**src/rtl/pc_fetch_ctrl.sv**
```systemverilog
// Fetch PC sequencer: boot, sequential increment, redirect/trap steering,
// and buffering of one redirect while the downstream PC register is stalled.
module pc_fetch_ctrl #(
  parameter logic [31:0] RESET_PC = 32'h0000_0000,
  parameter logic [31:0] TRAP_VEC = 32'h0000_0010
) (
  input  logic        clk,
  input  logic        rst,
  input  logic        stall,
  input  logic        redir_valid,
  input  logic [31:0] redir_target,
  input  logic        trap,
  output logic [31:0] pc_out,
  output logic        fetch_valid,
  output logic        misalign,
  output logic [31:0] misalign_addr,
  output logic        pend_valid
);

  typedef enum logic [1:0] {
    BOOT = 2'd0,
    RUN  = 2'd1,
    PEND = 2'd2
  } state_t;

  state_t      state_q, state_d;
  logic [31:0] pc_q, pc_d;
  logic [31:0] pend_pc_q, pend_pc_d;
  logic        pend_trap_q, pend_trap_d;
  logic        pend_mis_q, pend_mis_d;
  logic [31:0] pend_mis_addr_q, pend_mis_addr_d;
  logic        misalign_q, misalign_d;
  logic [31:0] misalign_addr_q, misalign_addr_d;

  // Resolved request presented this cycle (trap beats redirect).
  logic        new_req;
  logic        new_mis;
  logic [31:0] new_tgt;

  always_comb begin
    new_req = trap | redir_valid;
    new_mis = ~trap & redir_valid & (redir_target[1:0] != 2'b00);
    if (trap || new_mis) new_tgt = TRAP_VEC;
    else                 new_tgt = redir_target;
  end

  always_comb begin
    state_d         = state_q;
    pc_d            = pc_q;
    pend_pc_d       = pend_pc_q;
    pend_trap_d     = pend_trap_q;
    pend_mis_d      = pend_mis_q;
    pend_mis_addr_d = pend_mis_addr_q;
    misalign_d      = 1'b0;
    misalign_addr_d = misalign_addr_q;

    unique case (state_q)
      BOOT: begin
        pc_d    = RESET_PC;
        state_d = RUN;
      end
      RUN: begin
        if (!stall) begin
          if (new_req) pc_d = new_tgt;
          else         pc_d = pc_q + 32'd4;
          if (new_mis) begin
            misalign_d      = 1'b1;
            misalign_addr_d = redir_target;
          end
        end else if (new_req) begin
          pend_pc_d       = new_tgt;
          pend_trap_d     = trap;
          pend_mis_d      = new_mis;
          pend_mis_addr_d = redir_target;
          state_d         = PEND;
        end
      end
      PEND: begin
        if (stall) begin
          // A buffered trap cannot be displaced by a later redirect.
          if (trap) begin
            pend_pc_d   = TRAP_VEC;
            pend_trap_d = 1'b1;
            pend_mis_d  = 1'b0;
          end else if (redir_valid && !pend_trap_q) begin
            pend_pc_d       = new_tgt;
            pend_mis_d      = new_mis;
            pend_mis_addr_d = redir_target;
          end
        end else begin
          if (new_req) begin
            pc_d = new_tgt;
            if (new_mis) begin
              misalign_d      = 1'b1;
              misalign_addr_d = redir_target;
            end
          end else begin
            pc_d = pend_pc_q;
            if (pend_mis_q) begin
              misalign_d      = 1'b1;
              misalign_addr_d = pend_mis_addr_q;
            end
          end
          pend_pc_d       = 32'd0;
          pend_trap_d     = 1'b0;
          pend_mis_d      = 1'b0;
          pend_mis_addr_d = 32'd0;
          state_d         = RUN;
        end
      end
      default: state_d = BOOT;
    endcase
  end

  always_ff @(posedge clk) begin
    if (rst) begin
      state_q         <= BOOT;
      pc_q            <= RESET_PC;
      pend_pc_q       <= 32'd0;
      pend_trap_q     <= 1'b0;
      pend_mis_q      <= 1'b0;
      pend_mis_addr_q <= 32'd0;
      misalign_q      <= 1'b0;
      misalign_addr_q <= 32'd0;
    end else begin
      state_q         <= state_d;
      pc_q            <= pc_d;
      pend_pc_q       <= pend_pc_d;
      pend_trap_q     <= pend_trap_d;
      pend_mis_q      <= pend_mis_d;
      pend_mis_addr_q <= pend_mis_addr_d;
      misalign_q      <= misalign_d;
      misalign_addr_q <= misalign_addr_d;
    end
  end

  assign pc_out        = pc_q;
  assign fetch_valid   = (state_q == RUN) || (state_q == PEND);
  assign pend_valid    = (state_q == PEND);
  assign misalign      = misalign_q;
  assign misalign_addr = misalign_addr_q;

endmodule
```
**config.mk**
```make
export PLATFORM = sky130hd
export DESIGN_NAME = pc_fetch_ctrl
export DESIGN_NICKNAME = d
export VERILOG_FILES = /design/src/rtl/pc_fetch_ctrl.sv
export SDC_FILE = /design/constraint.sdc
export NUM_CORES = 1
export LEC_CHECK = 0
export CORE_MARGIN = 10
export CORE_UTILIZATION = 50
export CTS_CLUSTER_SIZE = 40
export DETAILED_ROUTE_END_ITERATION = 8
export GPL_ROUTABILITY_DRIVEN = 0
export PLACE_DENSITY = 0.77
export SYNTH_ARGS = -nofsm -noshare
export SYNTH_HDL_FRONTEND = slang
export SYNTH_SLANG_ARGS = --single-unit
```
**constraint.sdc**
```tcl
create_clock -name clk -period 1.9 [get_ports clk]
set_input_delay 0.475 -clock clk [delete_from_list [all_inputs] [get_ports clk]]
set_output_delay 0.475 -clock clk [all_outputs]
set_load 0.02 [all_outputs]
```
==> Yosys cells after proc, flatten, opt, wreduce, memory -nomap -nowiden <==
Cells that the tools add are included.
Widths: inputs -> output; s select.
{ "classes": {"add_sub_neg": 1, "eq_ne": 11, "mux": 44, "bitwise": 4, "reduce_logical": 15} }
{ "ops": {"columns": ["operator", "n"], "rows": [
  ["$mux 32", 19],
  ["$pmux 32 s2", 3],
  ["$pmux 32 s3", 1],
  ["$add 32x3->32 const B", 1],
  ["$mux 1", 14],
  ["$reduce_and 4->1", 3],
  ["$reduce_and 3->1", 3],
  ["$ne 2x2->1 const B", 4],
  ["$mux 2", 3],
  ["$ne 3x3->1 const B", 2],
  ["$pmux 1 s2", 3],
  ["$pmux 2 s3", 1],
  ["$reduce_and 5->1", 1],
  ["$ne 4x3->1 const B", 1],
  ["$reduce_bool 2->1", 2],
  ["$ne 3x1->1 const B", 1],
  ["$ne 3x2->1 const B", 1],
  ["$reduce_bool 3->1", 1],
  ["$and 1x1->1", 2],
  ["$eq 2x1->1 const B", 1],
  ["$eq 2x2->1 const B", 1],
  ["$logic_not 2->1", 1],
  ["$logic_or 1x1->1", 2],
  ["$logic_and 1x1->1", 1],
  ["other kinds (3)", 3]
]} }
{ "word_totals": {"register_bits": 133, "inputBits": 37, "output_inout_bits": 67, "word_cells": 83} }

==> Logic depth before layout (Yosys ltp) <==
{ "depth": {"ltp_word": 9, "mapped_depth": 9, "ltp_nobuf": 7} }

==> Worst setup path before layout <==
No wires, ideal clock.
{ "synth_path": {"path_kind": "reg2reg", "start": "register state_q[0]", "end": "register pend_pc_q[4]", "setup_ns": 0.132, "t_arrival_ns": 2.120, "required_time_ns": 1.768, "path_slack_ns": -0.353, "stages_incl_launch_ff": 9, "n_path_buf": 1, "synth_period_minus_slack_ns": 2.253, "path_cell_list": "dfxtp_1 inv_1 ha_1 inv_1 a311oi_1 clkbuf_1 o31ai_1 a21oi_1 nor3_1"} }
{ "synth_via": {"elab_chain_len": 3, "word_cells_on_any_way": 7, "classes_between": "eq/ne (4); mux (1); reduce/logical (2)"} }
{ "synth_rtl": {"columns": ["item", "line", "text"], "rows": [
  ["start, declared", "26", "state_t state_q, state_d;"],
  ["start signal, assigned", "126", "state_q <= state_d;"],
  ["$eq 2x2->1 or $eq 2x1->1 (tied branches)", "57", "unique case (state_q)"],
  ["$ne 4x3->1 (no source line), or another cell as far along", null, null],
  ["$reduce_and 3->1 (no source line)", null, null],
  ["end signal, assigned", "128", "pend_pc_q <= pend_pc_d;"],
  ["end, declared", "28", "logic [31:0] pend_pc_q, pend_pc_d;"]
]} }
Parallel ways exist; a longest one is shown, timed or not.
A chain may end at the register's enable or synchronous reset.

==> Worst setup path in the final report <==
{ "layout_path": {"start": "input port redir_valid", "end": "register pend_pc_q[21]"} }
{ "layout_via": {"elab_chain_len": 8, "word_cells_on_any_way": 14, "classes_between": "eq/ne (1); mux (7); bitwise (3); reduce/logical (3)"} }
{ "layout_rtl": {"columns": ["item", "line", "text"], "rows": [
  ["start, declared", "10", "input logic redir_valid,"],
  ["$and 1x1->1 (2 in series)", "42", "new_mis = ~trap & redir_valid & (redir_target[1:0] != 2'b00);"],
  ["$logic_or 1x1->1", "43", "if (trap || new_mis) new_tgt = TRAP_VEC;"],
  ["$mux 32", "43", null],
  ["$mux 32", "85", "end else if (redir_valid && !pend_trap_q) begin"],
  ["$mux 32", "81", "if (trap) begin"],
  ["$mux 32", "79", "if (stall) begin"],
  ["$pmux 32 s2", "57", null]
]} }
Parallel ways exist; a longest one is shown, timed or not. The select of a mux whose other input is x is not followed.

==> results.rst <==
.. list-table::
   :header-rows: 1

   * - Metric
     - Value
   * - Setup TNS after final layout
     - -23.93 ns
   * - Post-synthesis cell area
     - 0.00707 sq mm
   * - Total count of max-transition violations in the final report
     - 0
   * - Routed Antenna Nets
     - 0
   * - Cell with the most instances on the worst path
     - buf_4
   * - Total clock buffers created by CTS
     - 17
   * - Slew margin rel.
     - 48.5%
   * - Part of the total power dissipated in combinational logic
     - 32.6%
   * - Clock latency on the worst-skew pair
     - 0.43 ns
   * - Peak supply drop
     - 0.768 mV
   * - Worst Path Max Fanout
     - 22
   * - Number of violations of the max-capacitance limit
     - 0
   * - Violated checks
     - negative setup slack
   * - Pin count of the biggest net entering global routing
     - 108
   * - I/O Buffers
     - 103
   * - Number of flops mapped to enable cells by yosys
     - 0
   * - Actual slew at the worst max-slew pin
     - 0.769 ns
   * - Reg-to-reg endpoint
     - pend_pc_q[21]
   * - Switching power as a share of total power
     - 32.5%
   * - Sinks on Clock Net
     - 133
   * - Area growth from synthesis to final layout
     - 63.6%
   * - Initial Util
     - 51.0%
   * - Maximum level of the CTS H-tree
     - 4
   * - Worst-path clk slew
     - 0.06 ns
   * - Mean area per synthesized cell
     - 8.30 sq um
   * - Crit path required time
     - 2.17 ns
   * - Sequential Power Share
     - 31.7%
   * - Highest achievable clock rate
     - 381 MHz
   * - Type of destination of the critical path
     - flip-flop
   * - Count of hold-fix buffers inserted at cts
     - 0
   * - Detailed-placement wirelength estimate
     - 18200 um
   * - Detailed-route via count
     - 9402
   * - Per-cell via count in the routed design
     - 7.13
   * - Terminating pin of the worst hold path
     - pend_mis_q
   * - Syn. warnings
     - 0
   * - Yosys cell types
     - 65
   * - Number of global-route vias before repair
     - 8626
   * - Instance count along the most critical hold path
     - 2
   * - Slowest cell on the critical path
     - a211oi_1
   * - Number of nets in the synthesized netlist
     - 895
   * - Power Internal
     - 7.03 mW
   * - Synth area leader
     - dfxtp_1
   * - Hold Path Origin
     - rst
   * - CTS root buffer
     - clkbuf_16
   * - Seq cells post-synth
     - 133
   * - Result of the run
     - finished with violations
   * - Fin Clk Skew
     - 0.0101 ns
   * - Final Cycle Share
     - 138%
   * - Post-synthesis sequential area ratio
     - 37.6%
   * - Final non-filler cell total
     - 1318
   * - Most frequently used cell type in the post-synthesis netlist
     - nor2_1
   * - Chip Height
     - 139 um
   * - Post-route cell area
     - 0.0116 sq mm
   * - Category of the critical setup timing path
     - in2reg
   * - Startpoint of the lowest-slack register-to-register path
     - state_q[0]
   * - Placed standard-cell area
     - 0.00952 sq mm
   * - Leading cell types by total area after synthesis
     - dfxtp_1, mux2i_1, nor2_1
   * - Fraction of registers with async set or reset after synthesis
     - 0%
   * - P_sw
     - 3.38 mW
   * - Global router's overall resource usage
     - 31.5%
   * - Synth Flop Type
     - dfxtp_1
   * - Grt total ovfl
     - 0
   * - Placed cell count
     - 1232
   * - Area share of the leading cell type in the synthesized netlist
     - 37.6%
   * - Sum of routed wire length over all layers
     - 37400 um
   * - Share of final-layout standard cells stronger than drive strength 1
     - 33.2%
   * - Clock power share
     - 35.7%
   * - Die ar.
     - 0.0193 sq mm
   * - Nature of the critical path startpoint
     - input port
   * - Remaining DRCs
     - 0
   * - TritonCTS clock tree
     - yes
   * - Minimum setup slack among reg-to-reg paths
     - -0.55 ns
   * - Clock Path Buffers
     - 2
   * - Hold Path Class
     - in2reg
   * - Count of mapped cells out of synthesis
     - 852
   * - Top post-synthesis cells by count
     - nor2_1, dfxtp_1, mux2i_1
   * - Final setup margin
     - -0.728 ns
   * - Arr. time, crit path
     - 2.89 ns
   * - Cells along the critical path
     - dlygate4sd2_1 -> buf_4 -> buf_4 -> a31oi_1 -> nor3_1 -> a21oi_1 -> a211oi_1
   * - Pwr/cell area
     - 900 mW/mm^2
   * - Initial drt markers
     - 1842
   * - Global-route wire length before repair
     - 49200 um
   * - Nets
     - 1168
   * - Detail-routed net length per standard cell
     - 28.4 um
   * - Hold violation total from the final report
     - 0
   * - I/O Pins
     - 104
   * - Cell depth of the worst flop-to-flop path
     - 11
   * - RSZ-0062 raised after global routing
     - true
   * - Standard cell core area
     - 0.0139 sq mm
   * - Width of the die
     - 139 um
   * - Initial antenna violation count
     - 1
   * - Static leakage
     - 4.81 nW
   * - Number of detailed-route iterations in the first pass
     - 8
   * - Cell row count
     - 43
   * - Fraction of the core area covered by cells at the end of the flow
     - 83.4%
   * - Count of final setup violators
     - 132
   * - Filler cells
     - 692
   * - Maximum single-stage delay on the critical path
     - 0.60 ns
   * - Shortest period the worst path allows
     - 2.63 ns
[cells in the final DEF, fill, tap and decap left out, types with 25 or more instances in the layout]
master and n:
buf_4 162, nand2_1 44, dlygate4sd2_1 35, nor2_1 130, and2_1 36, a211oi_1 41
clkdlybuf4s50_1 57, dfxtp_1 120, a22oi_1 25, mux2i_1 61, a21oi_1 41
[critical path: cells and delay by family]
family,cells,cell delay (ns)
buffers and inverters,3,0.82
AOI/OAI and AO/OA,3,1.08
and+or+nand+nor,1,0.51
[per-stage QoR]
step	hold WS (ns)	setup WS, ns	power [mW]
finish	0.331	-0.728	10.4
global placement	0.465	-0.524	5.37
floorplan	0.446	-0.0244	4.44
detailed placement	0.469	-0.615	5.43
CTS	0.298	-0.141	9.70
global route	0.333	-0.774	10.6
[layer usage]
layer | track usage, % | wire length [um]
met2 | 49.5 | 15800
met3 | 8.80 | 5270
met5 | 0 | 0
met4 | 19.8 | 3940
met1 | 37.1 | 12400
[kinds of logic after synthesis]
logic type               share of synthesized area [%]
adder cells (fa/ha/maj)                           1.06
multiplexers                                      9.64
AND/OR/NAND/NOR                                   22.5
AO/OA/AOI/OAI                                     23.8
flip-flops                                        37.6
buffers and inverters                             4.17
XOR/XNOR                                          1.11
[registers in the layout, summed over array words and instances, names as in the netlist]
| register | cells |
|---|---|
| pend_mis_addr_q | 32 |
| state_q | 2 |
| pend_pc_q | 32 |
| pc_out | 32 |
| misalign | 1 |
| misalign_addr | 32 |
| pend_trap_q | 1 |
| pend_mis_q | 1 |
[power groups by stage]
stage	clock network, mW	logic, mW	registers [mW]
2_1_floorplan	0	1.12	3.33
3_3_place_gp	0	2.09	3.28
3_5_place_dp	0	2.14	3.29
4_1_cts	3.65	2.81	3.24
5_1_grt	3.81	3.48	3.30
6_report	3.72	3.39	3.30
[layout make-up]
cell class	count	area, sq um	area share (%)
multi-input cells	644	4740	41.0
repair buffers	318	3220	27.9
flip-flops and latches	133	2690	23.2
clock buffers	20	478	4.13
well taps	180	225	1.95
clock inverters	11	171	1.48
inverters	11	43.8	0.378
diodes	1	2.50	0.0216
[timing repair]
item / 4_1_cts / 5_1_grt
gates resized for setup: 146 / 91
setup endpoints to repair: 159 / 138
pin swaps: 27 / 36
buffers inserted: 23 / 19
cloned: 15 / 4
[how the worst max path moves through the flow]
stage           startpoint           endpoint  slack (ns)  cells past startpoint
2_1_floorplan   state_q[1]         pc_out[16]       -0.02                      7
3_3_place_gp          trap         pc_out[21]       -0.52                      7
3_5_place_dp          trap  misalign_addr[31]       -0.61                      8
4_1_cts         state_q[1]         pc_out[19]       -0.14                      8
5_1_grt        redir_valid      pend_pc_q[21]       -0.77                      7
6_report       redir_valid      pend_pc_q[21]       -0.73                      7
Power figures use the tool's default switching activity.
